<file path="config.mk">
export PLATFORM = sky130hd
export DESIGN_NAME = debouncer_multi
export DESIGN_NICKNAME = d
export VERILOG_FILES = /design/src/rtl/debounce_pkg.sv /design/src/rtl/debounce_channel.sv /design/src/rtl/debouncer_multi.sv
export SDC_FILE = /design/constraint.sdc
export NUM_CORES = 1
export LEC_CHECK = 0
export CAP_MARGIN = 5
export CELL_PAD_IN_SITES_DETAIL_PLACEMENT = 0
export CELL_PAD_IN_SITES_GLOBAL_PLACEMENT = 2
export CORE_MARGIN = 1
export CORE_UTILIZATION = 37
export CTS_BUF_LIST = sky130_fd_sc_hd__clkbuf_4 sky130_fd_sc_hd__clkbuf_8
export DETAILED_ROUTE_END_ITERATION = 10
export DONT_BUFFER_PORTS = 1
export PLACE_DENSITY_LB_ADDON = 0.1
export SLEW_MARGIN = 20
export SYNTH_ARGS = -nofsm -noshare
export SYNTH_HDL_FRONTEND = slang
export SYNTH_SLANG_ARGS = --single-unit
export TNS_END_PERCENT = 100
</file>
<file path="constraint.sdc">
create_clock -name CLOCK -period 2.2 [get_ports CLOCK]
set_input_delay 0.33 -clock CLOCK [delete_from_list [all_inputs] [get_ports CLOCK]]
set_output_delay 0.33 -clock CLOCK [all_outputs]
set_load 0.01 [all_outputs]
</file>
<file path="src/rtl/debounce_pkg.sv">
// Shared types and helpers for the multi-channel switch debouncer.
// Channel state encoding and timer sizing live here.
package debounce_pkg;

    typedef enum logic [1:0] {
        IDLE         = 2'd0,
        PRESS_WAIT   = 2'd1,
        HIGH         = 2'd2,
        RELEASE_WAIT = 2'd3
    } state_t;

    // The timer only has to reach delay-1, so clog2 bits suffice.
    function automatic int cnt_width(input int delay);
        int w;
        w = $clog2(delay);
        return (w < 1) ? 1 : w;
    endfunction

endpackage

</file>
<file path="src/rtl/debounce_channel.sv">
// One switch channel: synchroniser chain, debounce FSM and timer.
// Level, rise and fall are registered; rise_next feeds the shared AnyRise.
module debounce_channel
    import debounce_pkg::*;
#(
    parameter int DELAY_CYCLES     = 1000000,
    parameter int SYNC_STAGES      = 2,
    parameter int RELEASE_DEBOUNCE = 1
) (
    input  logic CLOCK,
    input  logic Reset,
    input  logic raw,
    output logic level,
    output logic rise,
    output logic fall,
    output logic rise_next
);

    localparam int CW = cnt_width(DELAY_CYCLES);
    localparam logic [CW-1:0] LAST = CW'(DELAY_CYCLES - 1);

    logic [SYNC_STAGES-1:0] sync;
    logic                   s;
    state_t                 state;
    logic [CW-1:0]          cnt;

    assign s = sync[SYNC_STAGES-1];

    always_ff @(posedge CLOCK) begin
        if (Reset) begin
            sync <= '0;
        end else begin
            sync <= {sync[SYNC_STAGES-2:0], raw};
        end
    end

    // Same condition the FSM uses to raise rise, one cycle ahead.
    always_comb begin
        rise_next = 1'b0;
        if (state == PRESS_WAIT && s && cnt == LAST) begin
            rise_next = 1'b1;
        end
    end

    always_ff @(posedge CLOCK) begin
        if (Reset) begin
            state <= IDLE;
            cnt   <= '0;
            level <= 1'b0;
            rise  <= 1'b0;
            fall  <= 1'b0;
        end else begin
            rise <= 1'b0;
            fall <= 1'b0;
            unique case (state)
                IDLE: begin
                    cnt <= '0;
                    if (s) begin
                        state <= PRESS_WAIT;
                    end
                end
                PRESS_WAIT: begin
                    if (!s) begin
                        state <= IDLE;
                        cnt   <= '0;
                    end else if (cnt == LAST) begin
                        state <= HIGH;
                        cnt   <= '0;
                        level <= 1'b1;
                        rise  <= 1'b1;
                    end else begin
                        cnt <= cnt + CW'(1);
                    end
                end
                HIGH: begin
                    cnt <= '0;
                    if (!s) begin
                        if (RELEASE_DEBOUNCE != 0) begin
                            state <= RELEASE_WAIT;
                        end else begin
                            state <= IDLE;
                            level <= 1'b0;
                            fall  <= 1'b1;
                        end
                    end
                end
                RELEASE_WAIT: begin
                    if (s) begin
                        state <= HIGH;
                        cnt   <= '0;
                    end else if (cnt == LAST) begin
                        state <= IDLE;
                        cnt   <= '0;
                        level <= 1'b0;
                        fall  <= 1'b1;
                    end else begin
                        cnt <= cnt + CW'(1);
                    end
                end
            endcase
        end
    end

endmodule

</file>
<file path="src/rtl/debouncer_multi.sv">
// Multi-channel debouncer: fans the buses out to independent channels
// and registers AnyRise alongside the per-channel rise pulses.
module debouncer_multi
    import debounce_pkg::*;
#(
    parameter int CHANNELS         = 4,
    parameter int DELAY_CYCLES     = 1000000,
    parameter int SYNC_STAGES      = 2,
    parameter int RELEASE_DEBOUNCE = 1
) (
    input  logic                CLOCK,
    input  logic                Reset,
    input  logic [CHANNELS-1:0] InputPulse,
    output logic [CHANNELS-1:0] DebouncedLevel,
    output logic [CHANNELS-1:0] RisePulse,
    output logic [CHANNELS-1:0] FallPulse,
    output logic                AnyRise
);

    logic [CHANNELS-1:0] rise_next;

    for (genvar i = 0; i < CHANNELS; i++) begin : g_ch
        debounce_channel #(
            .DELAY_CYCLES     (DELAY_CYCLES),
            .SYNC_STAGES      (SYNC_STAGES),
            .RELEASE_DEBOUNCE (RELEASE_DEBOUNCE)
        ) u_ch (
            .CLOCK     (CLOCK),
            .Reset     (Reset),
            .raw       (InputPulse[i]),
            .level     (DebouncedLevel[i]),
            .rise      (RisePulse[i]),
            .fall      (FallPulse[i]),
            .rise_next (rise_next[i])
        );
    end

    // Registered from next-state terms so it lines up with RisePulse.
    always_ff @(posedge CLOCK) begin
        if (Reset) begin
            AnyRise <= 1'b0;
        end else begin
            AnyRise <= |rise_next;
        end
    end

endmodule

</file>
==> results of run 1 <==
## routing by layer
layer	global-route usage [%]	routed length (um)	vias to the layer above
li1	-	-	1934
met1	20.49	4918	1693
met2	24.03	4345	46
met3	5.482	404	4
met4	4.156	50	0
met5	0	0	-
## stage by stage
step | util, % | worst slack [ns] | hold slack [ns] | area (sq um)
after floorplan | - | 0.1543 | 0.4138 | 4750
after global placement | 39.77 | 0.09862 | 0.4043 | 4999
after global routing | 41.94 | 0.01893 | 0.001286 | 5271
after CTS | 41.72 | 0.1096 | 0.01061 | 5244
final | 41.94 | 0.1221 | 0.03222 | 5271
after detailed placement | 39.77 | 0.01786 | 0.4055 | 4999
## cell families after synthesis
family | Yosys count | synth area share (%)
adder cells (fa/ha/maj) | 4 | 1.054
XOR/XNOR | 47 | 8.667
AO/OA/AOI/OAI | 82 | 10.22
buffers and inverters | 53 | 5.269
flip-flops | 109 | 45.94
AND/OR/NAND/NOR | 248 | 28.85
## repair_timing
action,4_1_cts,5_1_grt
setup endpoints to repair,1,2
hold buffers,1,1
hold endpoints to repair,16,2
buffers inserted,0,0
gates resized for setup,1,2
## area by class of cell
type	instances	share of cell area (%)
sequential	109	41.40
multi-input combinational	381	44.41
inverter	21	1.495
clock inverter	4	1.329
timing repair buffer	25	4.130
clock buffer	12	3.014
antenna	3	0.1424
tap	172	4.083
## power by group through the flow
stage                     clock [mW]  combinational, mW  sequential [mW]
after floorplan                    0             0.0412             2.04
after global placement             0             0.0254             2.05
after detailed placement           0             0.0261             2.05
after CTS                       1.44             0.0328             2.00
after global routing            1.52             0.0405             2.01
final                           1.38             0.0353             2.00
## cell usage in the layout (no fill, tap or decap), drive strengths merged, types with 22 or more instances in the layout
master and n:
or3 22, xnor2 27, o21ai 26, nand3 30, nand2 27, nor2 62
buf 23, dfxtp 109, or4 22, a21oi 31
## state kept, by name, summed over array words and instances (netlist names), named ones only
name             cells
g_ch.u_ch.level      4
AnyRise              1
g_ch.u_ch.fall       4
g_ch.u_ch.state      4
g_ch.u_ch.cnt       80
g_ch.u_ch.rise       4
g_ch.u_ch.sync       8
## worst paths after layout
check	endpoint	slack, ns	cells after the start
setup / recovery	g_ch[2].u_ch.cnt[14]$_SDFF_PP0_	0.12	5
hold / removal	g_ch[1].u_ch.fall$_SDFF_PP0_	0.03	1
setup reg to reg	g_ch[2].u_ch.cnt[14]$_SDFF_PP0_	0.12	5
hold reg to reg	g_ch[0].u_ch.sync[1]$_SDFF_PP0_	0.45	1
==> impl_summary.txt, run 1 <==
----------------------------------------------------
[Status]
  Result of the run ... complete, no violations

[Clocking]
  Post-CTS clock slew at the launch and capture registers of the worst setup and hold paths ... 0.10 ns
  Clock latency at the later pin of the worst-skew pair ... 0.38 ns
  Number of levels the H-tree was split into ... 3
  Num CTS Buffers ... 9
  Clock buffer depth ... 2
  Clock root buffer ... sky130_fd_sc_hd__clkbuf_8
  CTS sink cnt ... 109
  CTS tree ... done

[Synth]
  Netlist Area Pre-Place ... 0.004750 sq mm
  Yosys warnings ... 0
  Most common cell in the netlist ... sky130_fd_sc_hd__dfxtp_1
  Post-synth net total ... 553
  Proportion of synthesized chip area in sequential cells ... 45.94%
  Most instantiated cells after synthesis ... 109 x sky130_fd_sc_hd__dfxtp_1, 62 x sky130_fd_sc_hd__nor2_1, 31 x sky130_fd_sc_hd__a21oi_1, 30 x sky130_fd_sc_hd__nand3_1
  Number of synthesized flops with an enable pin ... 0
  Ys flop type ... sky130_fd_sc_hd__dfxtp_1
  Post-synthesis instance total ... 543
  Synthesized flop and latch total ... 109
  Synth unique cells ... 42
  Synth Area per Inst ... 8.747 sq um
  Post-synth ARST share ... 0%
  Top-area cell type share of the netlist area ... about 46%
  Cell taking the most area after synthesis ... sky130_fd_sc_hd__dfxtp_1
  Leading post-synthesis cells by cell area ... sky130_fd_sc_hd__dfxtp_1 46%, sky130_fd_sc_hd__xnor2_1 5.0%, sky130_fd_sc_hd__nor2_1 4.9%

[Placed design]
  Half-perimeter wire length of the detailed placement result ... just under 7000 um
  Number of placed instances with taps included ... 706
  Gp weighted congestion ... 0.7628
  Port Buf Inserts ... 0

[Floorplanning]
  Chip height ... about 120 um
  Number of rows created at floorplan ... 41
  Starting Density ... a little under two fifths
  Standard cell core area ... 0.01257 sq mm
  Floorplan die width ... 115.3 um
  Total die area ... 0.01329 sq mm
  Ports placed on the boundary ... 19

[STA]
  Top achievable clock speed ... slightly below 500 MHz
  Total Neg Setup Slack ... 0 ns
  Final setup viols ... 0
  Slew Viols, Final ... 0
  RSZ-0062 raised after global routing ... false
  Worst clock skew on the final layout ... 0.007266 ns
  Slew at the pin closest to its max-slew limit ... just under 0.7 ns
  Total count of hold-check failures in the final report ... 0
  Period utilisation layout ... 94.45%
  Time the final worst path needs with I/O delays and setup ... between 2 and 2.5 ns
  Worst slew margin relative to its limit ... a little over half

[Global routing]
  First-pass GRT wire length ... 16280 um
  Maximum number of pins on one net before global-route repair ... 21
  Number of global-route vias before repair ... around 3400
  Overflow left after global routing ... 0
  GR Util All Layers ... 15.55%
  Initial antenna violation count ... 3

[Setup path]
  Crit path DAT ... 2.35 ns
  Crit path max fanout ... 12
  Crit path kind ... register to register
  Cells traversed along the worst timing path ... or4b_4 > or4_4 > o211ai_1 > buf_4 > a21oi_1
  WP data required ... about 2.5 ns
  Cell family contributing the most delay on the critical path ... simple AND/OR/NAND/NOR gates
  CP endpoint kind ... register
  Critical R2R Launch ... g_ch[2].u_ch.cnt[15]$_SDFF_PP0_
  Delay of the slowest cell on the worst path ... roughly 0.57 ns
  Startpoint of the most critical setup path ... g_ch[2].u_ch.cnt[15]$_SDFF_PP0_
  Critical path buffer and inverter count ... 1
  Worst path slowest cell ... sky130_fd_sc_hd__or4_4
  Setup crit start kind ... register

[Power and ir drop]
  Combinational cell fraction of total power ... 1.0%
  Design Power ... ~3.4 mW
  Power density of the placed cells ... between 600 and 700 mW/mm^2
  Switching power as a share of total power ... 20.62%
  Share of power burned in the clock network ... 40.5%
  Worst voltage drop across the vdd grid ... 0.6885 mV
  Net switching power ... 0.7057 mW
  Sequential group share of total power ... 58.5%
  Cell Int Power ... around 2.7 mW
  Leak pwr ... 1.516 nW

[Layout]
  Filler cell count in the final layout ... roughly 1300
  Number of cells in the finished layout apart from fillers ... 727
  Multi-input gate area in the final layout ... 0.002341 sq mm
  Number of nets in the final layout ... around 560
  Area Overhead vs Synth ... 10.99%
  Fraction of layout cells with a size suffix above 1 ... a little under a tenth
  Reg area ... ~0.0022 sq mm

[Drt]
  Count of nets left with antenna violations after detail routing ... 0
  Via-to-Cell Ratio ... 5.058
  Final wirelength ... between 9000 and 10000 um
  Number of vias after detailed routing ... 3677
  Iteration-0 DRC Markers ... 221
  Count of unresolved DRC violations after routing ... 0
  First-pass iteration count of the detailed router ... 4
  Wirelength per Cell ... 13.37 um

[Worst hold path]
  Tightest Hold Check Type ... primary input to register
  Origin of the worst min-delay path ... Reset

[Flow run]
  Number of maximum-capacitance constraint violations ... 0

----------------------------------------------------
Power figures use the tool's default switching activity.
==> run 2: changes to the inputs <==
Clock period 2.2 ns to 1.79 ns, I/O delays scaled along.
==> run 2 against run 1 <==
Net effect: the run now ends with setup timing left; sequential power increased by 23%; non-clock buffer count increased by 74; clock-buffer cell count is 1 lower; setup slack lost 0.27 ns; clock skew up 0.0011 ns; register-to-register slack got worse by 0.27 ns; cell area up 16%; die area unchanged; via count rose by 8.8%; critical path depth did not move; critical path type unchanged; highest routed layer is now met5.
==> impl_summary.txt, run 2 (synthesis results as in run 1) <==
----------------------------------------------------
[Placed design]
  Port Buf Inserts ... 0
  Half-perimeter wire length of the detailed placement result ... 7058 um
  Worst slack, placed ... -0.2524 ns
  Gp weighted congestion ... roughly 0.75

[Layout]
  Top flop regs ... g_ch.u_ch.cnt x80, g_ch.u_ch.sync x8
  Antenna diode instance count ... 0
  Filler cell count in the final layout ... 1205
  Number of nets in the final layout ... 631
  Multi-input gate area in the final layout ... 0.002597 sq mm
  Fraction of layout cells with a size suffix above 1 ... around 31%
  Number of flip-flops under the largest register name ... 80
  Top library cells by usage in the layout, fill and taps aside ... 91 x sky130_fd_sc_hd__dfxtp_1, 86 x sky130_fd_sc_hd__buf_4, 47 x sky130_fd_sc_hd__nor2_1
  Largest Register ... g_ch.u_ch.cnt
  Finished Core Util ... between 40% and 50%
  Most common library cell in the layout ignoring fill and taps ... sky130_fd_sc_hd__dfxtp_1
  Reg area ... between 0.002 and 0.0025 sq mm
  Area Overhead vs Synth ... 29.06%

[Power and ir drop]
  Leak pwr ... 1.980 nW
  Worst voltage drop across the vdd grid ... 0.3791 mV
  Design Power ... between 4 and 5 mW
  Power density of the placed cells ... 654.2 mW/mm^2

[Global routing]
  GR Util All Layers ... 16.40%
  Initial antenna violation count ... 1
  Number of global-route vias before repair ... 3660
  Overflow left after global routing ... 0
  First-pass GRT wire length ... 17170 um
  Maximum number of pins on one net before global-route repair ... 23

[Floorplanning]
  Standard cell core area ... 0.01257 sq mm
  Floorplan die width ... 115.3 um
  Chip height ... 115.3 um
  Total die area ... roughly 0.013 sq mm
  Number of rows created at floorplan ... 41
  Ports placed on the boundary ... 19
  Starting Density ... 37.79%

[STA]
  Top achievable clock speed ... just over 500 MHz
  Worst slew margin relative to its limit ... 26.30%
  Final setup viols ... 50
  Time the final worst path needs with I/O delays and setup ... 1.942 ns
  RSZ-0062 raised after global routing ... true
  Total count of hold-check failures in the final report ... 0
  Slew at the pin closest to its max-slew limit ... 1.105 ns
  Worst clock skew on the final layout ... around 0.0083 ns
  Slew Viols, Final ... 0
  Period utilisation layout ... 108.5%
  Least setup slack across all paths after layout ... -0.1522 ns

[Clocking]
  Number of levels the H-tree was split into ... 3
  CTS tree ... done
  Post-CTS clock slew at the launch and capture registers of the worst setup and hold paths ... 0.10 ns
  CTS sink cnt ... 109
  Clock root buffer ... sky130_fd_sc_hd__clkbuf_8
  Clock buffer depth ... 2
  Clock latency at the later pin of the worst-skew pair ... 0.37 ns
  Num CTS Buffers ... 9

[Flow run]
  Number of maximum-capacitance constraint violations ... 0

[Drt]
  Final wirelength ... about 10000 um
  WL met2 ... 4765 um
  Routed length on met1 ... 5102 um
  Total length of routed met3 wires ... 315 um
  Count of unresolved DRC violations after routing ... 0
  Iteration-0 DRC Markers ... 148
  Number of vias after detailed routing ... 4000
  Highest layer used for signal routing ... met5
  Via-to-Cell Ratio ... 5.013
  Count of nets left with antenna violations after detail routing ... 0
  Wirelength per Cell ... approximately 13 um
  First-pass iteration count of the detailed router ... 4

[Setup path]
  Crit path DAT ... between 2 and 2.5 ns
  Cells traversed along the worst timing path ... or4b_4 > or4_4 > buf_4 > or3_1 > a31oi_1
  Crit path max fanout ... 3
  Cell family contributing the most delay on the critical path ... simple AND/OR/NAND/NOR gates
  Worst path slowest cell ... sky130_fd_sc_hd__or4b_4
  WP data required ... 2.08 ns
  CP endpoint kind ... register
  Setup crit start kind ... register
  Critical path buffer and inverter count ... 1
  Crit path kind ... register to register
  Delay of the slowest cell on the worst path ... 0.52 ns

[Status]
  Violated checks ... setup timing
  Result of the run ... finished, violations left

[Worst hold path]
  Tightest Hold Check Type ... primary input to register

----------------------------------------------------
[run 2: cell types whose count changed in the layout (fill, tap and decap cells not counted), sizes merged]
cell / before / now
dlymetal6s4s: 0 / 1
clkinv: 2 / 4
bufinv: 2 / 1
diode: 3 / 0
buf: 23 / 94
clkbuf: 12 / 13
[run 2: layout make-up]
class	instances	share of cell area, %
clock buffers	11	2.368
repair buffers	99	13.68
inverters	21	1.286
flip-flops and latches	109	35.97
well taps	172	3.511
clock inverters	5	0.8165
multi-input cells	381	42.38
[run 2: per-stage QoR]
stage          hold WS (ns)  cell area [sq um]  setup TNS [ns]  std cells
6_report            0.03622               6130          -4.944        798
3_3_place_gp         0.3423               5533          -8.440        768
5_1_grt            0.005256               6130          -9.195        798
2_1_floorplan        0.3967               4855          -4.577        543
3_5_place_dp         0.3425               5533          -9.963        768
4_1_cts             0.01464               5859          -5.127        790
[run 2: path summary, 6_finish.rpt]
check	depth (start not counted)	slack, ns	from	to
hold reg to reg	1	0.45	g_ch[1].u_ch.sync[0]$_SDFF_PP0_	g_ch[1].u_ch.sync[1]$_SDFF_PP0_
setup reg to reg	5	-0.15	g_ch[2].u_ch.cnt[7]$_SDFF_PP0_	g_ch[2].u_ch.level$_SDFFE_PP0P_
hold / removal	1	0.04	InputPulse[2]	g_ch[2].u_ch.sync[0]$_SDFF_PP0_
setup / recovery	5	-0.15	g_ch[2].u_ch.cnt[7]$_SDFF_PP0_	g_ch[2].u_ch.level$_SDFFE_PP0P_
[run 2: worst register-to-register path: cells and delay by family (launching register included)]
kind	cells	cell delay, ns
AOI/OAI and AO/OA	1	0.12
buffers and inverters	1	0.15
DFF	1	0.33
and+or+nand+nor	3	1.27
[run 2: where the power goes]
group / switching, mW / internal (mW) / total, mW
Clock: 0.806 / 0.693 / 1.50
Combinational: 0.0279 / 0.0236 / 0.0515
Sequential: 0.0174 / 2.44 / 2.46
[run 2: timing repair]
item                                   4_1_cts  5_1_grt
pin swaps                                    6       16
gates cloned                                 1        3
setup endpoints to repair                   74       93
resized for setup                           21       56
endpoints found under the hold margin       22        0
hold buffers                                 3        0
setup buffers                                2        5
[run 2: layer usage]
metal | vias up | GRT usage [%]
met3 | 10 | 5.430
li1 | 2070 | -
met2 | 36 | 26.35
met1 | 1882 | 21.11
met4 | 2 | 4.156
met5 | - | 0
